**config.mk**
```make
export PLATFORM = sky130hd
export DESIGN_NAME = sdram_port_arbiter_flat
export DESIGN_NICKNAME = d
export VERILOG_FILES = /design/src/rtl/sdram_port_arbiter_pkg.sv /design/src/rtl/sdram_port_arbiter_if.sv /design/src/rtl/arb_timeout_counter.sv /design/src/rtl/sdram_port_arbiter.sv /design/src/flat_wrapper.sv
export SDC_FILE = /design/constraint.sdc
export NUM_CORES = 1
export LEC_CHECK = 0
export ABC_AREA = 1
export CORE_MARGIN = 5
export CORE_UTILIZATION = 35
export DETAILED_ROUTE_END_ITERATION = 8
export GPL_ROUTABILITY_DRIVEN = 0
export PLACE_DENSITY_LB_ADDON = 0.2
export SLEW_MARGIN = 30
export SYNTH_ARGS = -nofsm -noshare
export SYNTH_HDL_FRONTEND = slang
export SYNTH_SLANG_ARGS = --single-unit
```
**constraint.sdc**
```tcl
create_clock -name clk -period 1.6 [get_ports clk]
set_input_delay 0.32 -clock clk [delete_from_list [all_inputs] [get_ports clk]]
set_output_delay 0.32 -clock clk [all_outputs]
set_load 0.01 [all_outputs]
```
**src/rtl/sdram_port_arbiter_pkg.sv**
```systemverilog
// rtl/sdram_port_arbiter_pkg.sv - shared types and constants for the SDRAM port arbiter
package arb_pkg;

  localparam int ADDR_W                 = 26;
  localparam int DATA_W                 = 32;
  localparam int CNT_W                  = 8;
  localparam int TIMEOUT_CYCLES_DEFAULT = 255;

  typedef enum logic [1:0] {
    IDLE     = 2'd0,
    RD_ISSUE = 2'd1,
    RD_WAIT  = 2'd2,
    WR_ISSUE = 2'd3
  } arb_state_e;

  // Round-robin choice: a read wins unless a write is also pending and the read was served last.
  function automatic logic pick_read(input logic rd, input logic wr, input logic last_was_rd);
    return rd && (!wr || !last_was_rd);
  endfunction

endpackage

```
**src/rtl/sdram_port_arbiter_if.sv**
```systemverilog
// rtl/sdram_port_arbiter_if.sv - client request/response port of the SDRAM port arbiter
interface sdram_port_arbiter_if;
  import arb_pkg::*;

  logic              rd_req;
  logic [ADDR_W-1:0] rd_addr;
  logic              rd_gnt;
  logic              rd_valid;
  logic [DATA_W-1:0] rd_data;
  logic              wr_req;
  logic [ADDR_W-1:0] wr_addr;
  logic [DATA_W-1:0] wr_data;
  logic              wr_gnt;

  modport master (
    output rd_req, rd_addr, wr_req, wr_addr, wr_data,
    input  rd_gnt, rd_valid, rd_data, wr_gnt
  );

  modport slave (
    input  rd_req, rd_addr, wr_req, wr_addr, wr_data,
    output rd_gnt, rd_valid, rd_data, wr_gnt
  );

endinterface

```
**src/rtl/arb_timeout_counter.sv**
```systemverilog
// rtl/arb_timeout_counter.sv - read-wait cycle counter with rollover detect
module arb_timeout_counter
  import arb_pkg::*;
(
  input  logic             clk,
  input  logic             n_rst,
  input  logic             clear,
  input  logic             enable,
  input  logic [CNT_W-1:0] rollover_value,
  output logic             rollover
);

  logic [CNT_W-1:0] count;

  always_ff @(posedge clk) begin
    if (!n_rst) begin
      count <= '0;
    end else if (clear) begin
      count <= '0;
    end else if (enable) begin
      count <= count + CNT_W'(1);
    end
  end

  // Flags the cycle whose increment would bring the count to the full limit.
  assign rollover = enable && (count == rollover_value);

endmodule

```
**src/rtl/sdram_port_arbiter.sv**
```systemverilog
// rtl/sdram_port_arbiter.sv - round-robin read/write arbiter in front of a single SDRAM command port
module sdram_port_arbiter
  import arb_pkg::*;
#(
  parameter int TIMEOUT_CYCLES = TIMEOUT_CYCLES_DEFAULT
) (
  input  logic                 clk,
  input  logic                 n_rst,
  sdram_port_arbiter_if.slave  bus,
  input  logic                 err_clear,
  input  logic                 sdram_datareadvalid,
  input  logic [DATA_W-1:0]    data_sdram,
  output logic                 sdram_read_en,
  output logic                 sdram_write_en,
  output logic [ADDR_W-1:0]    address_sdram,
  output logic [DATA_W-1:0]    writeData_sdram,
  output logic                 busy,
  output logic                 timeout_err
);

  localparam logic [CNT_W-1:0] ROLL_VALUE = CNT_W'(TIMEOUT_CYCLES - 1);

  arb_state_e state;
  logic       last_rd;
  logic       cnt_clear;
  logic       cnt_en;
  logic       cnt_roll;
  logic       timeout_hit;

  assign cnt_clear   = (state == RD_ISSUE);
  assign cnt_en      = (state == RD_WAIT) && !sdram_datareadvalid;
  assign timeout_hit = cnt_roll;

  arb_timeout_counter u_timeout (
    .clk            (clk),
    .n_rst          (n_rst),
    .clear          (cnt_clear),
    .enable         (cnt_en),
    .rollover_value (ROLL_VALUE),
    .rollover       (cnt_roll)
  );

  always_ff @(posedge clk) begin
    if (!n_rst) begin
      state           <= IDLE;
      last_rd         <= 1'b1;
      bus.rd_gnt      <= 1'b0;
      bus.wr_gnt      <= 1'b0;
      bus.rd_valid    <= 1'b0;
      bus.rd_data     <= '0;
      sdram_read_en   <= 1'b0;
      sdram_write_en  <= 1'b0;
      address_sdram   <= '0;
      writeData_sdram <= '0;
      busy            <= 1'b0;
      timeout_err     <= 1'b0;
    end else begin
      bus.rd_gnt     <= 1'b0;
      bus.wr_gnt     <= 1'b0;
      bus.rd_valid   <= 1'b0;
      sdram_read_en  <= 1'b0;
      sdram_write_en <= 1'b0;

      // A timeout landing together with err_clear keeps the flag set.
      if (timeout_hit) begin
        timeout_err <= 1'b1;
      end else if (err_clear) begin
        timeout_err <= 1'b0;
      end

      case (state)
        IDLE: begin
          if (bus.rd_req || bus.wr_req) begin
            busy <= 1'b1;
            if (pick_read(bus.rd_req, bus.wr_req, last_rd)) begin
              state         <= RD_ISSUE;
              last_rd       <= 1'b1;
              bus.rd_gnt    <= 1'b1;
              sdram_read_en <= 1'b1;
              address_sdram <= bus.rd_addr;
            end else begin
              state           <= WR_ISSUE;
              last_rd         <= 1'b0;
              bus.wr_gnt      <= 1'b1;
              sdram_write_en  <= 1'b1;
              address_sdram   <= bus.wr_addr;
              writeData_sdram <= bus.wr_data;
            end
          end
        end
        RD_ISSUE: begin
          state <= RD_WAIT;
        end
        RD_WAIT: begin
          if (sdram_datareadvalid) begin
            bus.rd_data  <= data_sdram;
            bus.rd_valid <= 1'b1;
            state        <= IDLE;
            busy         <= 1'b0;
          end else if (timeout_hit) begin
            bus.rd_data  <= '0;
            bus.rd_valid <= 1'b1;
            state        <= IDLE;
            busy         <= 1'b0;
          end
        end
        WR_ISSUE: begin
          state <= IDLE;
          busy  <= 1'b0;
        end
        default: begin
          state <= IDLE;
          busy  <= 1'b0;
        end
      endcase
    end
  end

endmodule

```
**src/flat_wrapper.sv**
```systemverilog
// flat-port wrapper written by rule: the top's interface ports become plain ports
module sdram_port_arbiter_flat import arb_pkg::*;
#(
  parameter int TIMEOUT_CYCLES = TIMEOUT_CYCLES_DEFAULT
)
  (clk, n_rst, err_clear, sdram_datareadvalid, data_sdram, sdram_read_en, sdram_write_en, address_sdram, writeData_sdram, busy, timeout_err, bus_rd_req, bus_rd_addr, bus_wr_req, bus_wr_addr, bus_wr_data, bus_rd_gnt, bus_rd_valid, bus_rd_data, bus_wr_gnt);
  sdram_port_arbiter_if bus_i ();
  input  logic clk;
  input  logic n_rst;
  input  logic err_clear;
  input  logic sdram_datareadvalid;
  input  logic [DATA_W-1:0] data_sdram;
  output logic sdram_read_en;
  output logic sdram_write_en;
  output logic [ADDR_W-1:0] address_sdram;
  output logic [DATA_W-1:0] writeData_sdram;
  output logic busy;
  output logic timeout_err;
  input wire logic [$bits(bus_i.rd_req)-1:0] bus_rd_req;
  input wire logic [$bits(bus_i.rd_addr)-1:0] bus_rd_addr;
  input wire logic [$bits(bus_i.wr_req)-1:0] bus_wr_req;
  input wire logic [$bits(bus_i.wr_addr)-1:0] bus_wr_addr;
  input wire logic [$bits(bus_i.wr_data)-1:0] bus_wr_data;
  output wire logic [$bits(bus_i.rd_gnt)-1:0] bus_rd_gnt;
  output wire logic [$bits(bus_i.rd_valid)-1:0] bus_rd_valid;
  output wire logic [$bits(bus_i.rd_data)-1:0] bus_rd_data;
  output wire logic [$bits(bus_i.wr_gnt)-1:0] bus_wr_gnt;
  assign bus_i.rd_req = bus_rd_req;
  assign bus_i.rd_addr = bus_rd_addr;
  assign bus_i.wr_req = bus_wr_req;
  assign bus_i.wr_addr = bus_wr_addr;
  assign bus_i.wr_data = bus_wr_data;
  assign bus_rd_gnt = bus_i.rd_gnt;
  assign bus_rd_valid = bus_i.rd_valid;
  assign bus_rd_data = bus_i.rd_data;
  assign bus_wr_gnt = bus_i.wr_gnt;
  sdram_port_arbiter #(.TIMEOUT_CYCLES(TIMEOUT_CYCLES)) u_core (.clk(clk), .n_rst(n_rst), .bus(bus_i), .err_clear(err_clear), .sdram_datareadvalid(sdram_datareadvalid), .data_sdram(data_sdram), .sdram_read_en(sdram_read_en), .sdram_write_en(sdram_write_en), .address_sdram(address_sdram), .writeData_sdram(writeData_sdram), .busy(busy), .timeout_err(timeout_err));
endmodule
```
==> flow_metrics.tcl <==
set metrics [dict create \
    final_layout_size_suffix_gt1_share_pct 7.888 \
    n_antenna_cell 0 \
    synthSimpleGateAreaFrac_pct 24.62 \
    max_slew.worst_pin.slew_ns 0.2736 \
    required_ns 1.28 \
    clockPowerShare_pct 31.5 \
    setup_viol 0 \
    hold_path_class "flip-flop to flip-flop" \
    max_freq_mhz 639.6 \
    net-switching-power_uw 1823 \
    clockBufferDepth 2 \
    path_buf_inv 1 \
    synth.area.mux_share_pct 0 \
    p_seq_share_pct 44.3 \
    synth_xor_area_share_pct 0 \
    p_leak_uw 0.002729 \
    syn_area_um2 4121 \
    drt_iter0_markers 288 \
    die_area_um2 14050 \
    numCtsBuffers 9 \
    grt_pass1_vias 4241 \
    place_hpwl_mm 9.831 \
    grt_pass1_wl_mm 21.23 \
    die_height_um 118.5 \
    area_growth_pct 67.33 \
    r2r_end "u_core.bus.rd_data[17]" \
    final.setup_skew_ns 0.01136 \
    place_area_um2 6521 \
    synth_top_family_by_area "simple AND/OR/NAND/NOR gates" \
    min_period_over_period_pct 97.71 \
    syn_inst 531 \
    overflow 0 \
    clk_pin_slew_ns 0.07 \
    reg2reg_depth 10 \
    ctsRootBufferMaster "clkbuf_16" \
    fin_ws_ns 0.03663 \
    cp.arrival_ns 1.24 \
    cts.htree.levels 3 \
    combPwrFrac_pct 24.2 \
    cp-end-kind "primary output" \
    fin_nets 867 \
    worst-path-max-fanout 2 \
    core_um2 11470 \
    via_per_inst 4.806 \
    slew_headroom_pct 81.69 \
    drc_errors 0 \
    hold_buffers 0 \
    synth_cell_types 24 \
    path_delay_family "buffers and inverters" \
    yosysWarnings 0 \
    drv_cap 0 \
    cpMaxStageDelayCell "clkdlybuf4s50_1" \
    endpoint "address_sdram[9]" \
    drt-total-wl_mm 13.44 \
    port_buffers 218 \
    crit_chain "clkdlybuf4s50_1" \
    tns_ns 0 \
    fillCellCount 1035 \
    startpoint_type "flip-flop" \
    ys_ff_latch 106 \
    detail_route.wl_per_cell_um 15.08 \
    die_w_um 118.5 \
    power.share.switching_pct 27.12 \
    power_density_nw_per_um2 974.6 \
    finalHoldViolCount 0 \
    status "finished, final reports clean" \
    tritoncts "built" \
    crit_type "flip-flop to primary output" \
    internal_power_uw 4899 \
    synth-seq-area-share_pct 51.49 \
    hp-start "u_core.bus.rd_data[0]" \
    cp_num_cells 1 \
    ant_nets 0 \
    firstDrtPassIters 4 \
    avgSynthCellArea_um2 7.762 \
    cts_sinks 106 \
    cpPeakStageDelay_ns 0.55 \
    multiInputGateArea_um2 1738 \
    irDropWorstVdd_mv 0.5668 \
    register_area_um2 2122 \
    place_ws_ns -0.1815 \
    synthAdderAreaFrac_pct 0.6072 \
    io-pin-count 219 \
    grt_max_degree 55 \
    row_count 39 \
    fin_crit_ns 1.563 \
    maxSlewViolCount 0 \
    final_area_um2 6897 \
    track_usage_pct 17.98 \
    syn-num-nets 655 \
    routed-via-count 4282 \
    synth-compound-area-share_pct 16.64 \
    r2r-start "u_core.u_timeout.count[0]" \
    antenna_found_initial 0 \
    rrSetupSlack_ns 0.14 \
    cp-startpoint "u_core.address_sdram[9]" \
    initial_core_util_pct 35.94 \
    clk_latency_ns 0.34 \
]
metal layers:
metal  vias up  part of all wire (%)  track usage, %
li1       2169                     -               -
met1      1944                    41           21.24
met2       155                    48           30.06
met3        14                   8.9           7.498
met4         0                   1.6           5.103
met5         -                     0               0
cell usage after synthesis:
| master | n | area share (%) |
|---|---|---|
| nand3_2 | 10 | 2.4 |
| nor2_1 | 15 | 1.4 |
| nand2_2 | 2 | 0.30 |
| ha_1 | 2 | 0.61 |
| nand3_1 | 26 | 3.2 |
| nor2_4 | 2 | 0.55 |
| a31oi_1 | 26 | 3.9 |
| nor2_2 | 2 | 0.30 |
| nand4_1 | 1 | 0.15 |
| buf_1 | 1 | 0.091 |
| buf_6 | 3 | 0.82 |
| o211ai_1 | 1 | 0.18 |
| o21ai_0 | 31 | 3.8 |
| nand2_1 | 178 | 16 |
| clkbuf_2 | 1 | 0.12 |
| clkbuf_1 | 11 | 1.0 |
| buf_2 | 17 | 2.1 |
| buf_4 | 5 | 0.91 |
| a21oi_1 | 72 | 8.7 |
| or2_0 | 1 | 0.15 |
| inv_1 | 14 | 1.3 |
| inv_2 | 2 | 0.18 |
| dfxtp_1 | 106 | 51 |
| clkinv_1 | 2 | 0.18 |
sequential cells by signal, summed over array words and instances, names as in the netlist:
| register | flops |
|---|---|
| u_core.bus.rd_data | 32 |
| u_core.writeData_sdram | 32 |
| u_core.address_sdram | 26 |
| u_core.u_timeout.count | 8 |
| u_core.state | 2 |
| u_core.bus.rd_valid | 1 |
| u_core.bus.wr_gnt | 1 |
| u_core.busy | 1 |
| u_core.last_rd | 1 |
| u_core.sdram_read_en | 1 |
| u_core.timeout_err | 1 |
cell type report:
class	instances	area share, %
Clock inverter	5	0.5443
Tap cell	143	2.594
Sequential cell	106	30.77
Clock buffer	11	3.665
Timing Repair Buffer	239	36.25
Inverter	18	0.9797
Multi-Input combinational cell	369	25.20
cells by family after synthesis:
logic type                 Yosys count
and+or+nand+nor                    237
AOI/OAI and AO/OA                  130
DFF                                106
buffers and inverters               56
adders and majority gates            2
power by group through the flow:
stage               combinational (µW)  sequential (µW)  clock, µW
finish                            1630             2980       2110
detailed placement                1620             3040          0
CTS                               1630             2980       2170
floorplan                          588             3120          0
global route                      1770             3010       2300
global placement                  1600             3030          0
what timing repair did:
item                                    4_1_cts  5_1_grt
endpoints found under the setup margin        2       14
buffers inserted                              0        0
pin swaps                                     0        1
gates resized for setup                       2       14
gates cloned                                  0        2
per-stage QoR:
| stage | util [%] | power, µW | instances | hold WS, ns |
|---|---|---|---|---|
| 3_3_place_gp | 56.87 | 4632 | 873 | 0.4464 |
| 5_1_grt | 60.14 | 7078 | 891 | 0.4822 |
| 4_1_cts | 59.38 | 6779 | 889 | 0.4626 |
| 6_report | 60.14 | 6722 | 891 | 0.4600 |
| 2_1_floorplan | - | 3710 | 531 | 0.4472 |
| 3_5_place_dp | 56.87 | 4659 | 873 | 0.4516 |
how the worst min path moves through the flow:
| stage | endpoint | slack [ns] | cells after the start |
|---|---|---|---|
| 6_report | u_core.bus.rd_data[0] | 0.46 | 2 |
| 5_1_grt | u_core.writeData_sdram[0] | 0.48 | 2 |
| 4_1_cts | u_core.writeData_sdram[11] | 0.46 | 2 |
| 3_5_place_dp | u_core.bus.rd_data[0] | 0.45 | 2 |
| 3_3_place_gp | u_core.writeData_sdram[18] | 0.45 | 2 |
| 2_1_floorplan | u_core.last_rd | 0.45 | 2 |
layout by cell type, fill, tap and decap left out:
| cell | n |
|---|---|
| a21oi_1 | 72 |
| a31oi_1 | 26 |
| buf_12 | 8 |
| buf_4 | 11 |
| clkbuf_16 | 11 |
| clkbuf_8 | 2 |
| clkdlybuf4s50_1 | 205 |
| clkinv_1 | 1 |
| clkinv_2 | 1 |
| clkinv_4 | 1 |
| clkinvlp_4 | 2 |
| dfxtp_1 | 106 |
| dlygate4sd2_1 | 2 |
| dlymetal6s2s_1 | 11 |
| ha_1 | 2 |
| inv_1 | 14 |
| inv_2 | 3 |
| inv_6 | 1 |
| nand2_1 | 176 |
| nand2_2 | 3 |
| nand2_4 | 1 |
| nand3_1 | 26 |
| nand3_2 | 10 |
| nand4_1 | 1 |
| nor2_1 | 14 |
| nor2_2 | 3 |
| nor2_4 | 2 |
| o211ai_1 | 1 |
| o21ai_0 | 31 |
| or2_0 | 1 |
Power figures use the tool's default switching activity.
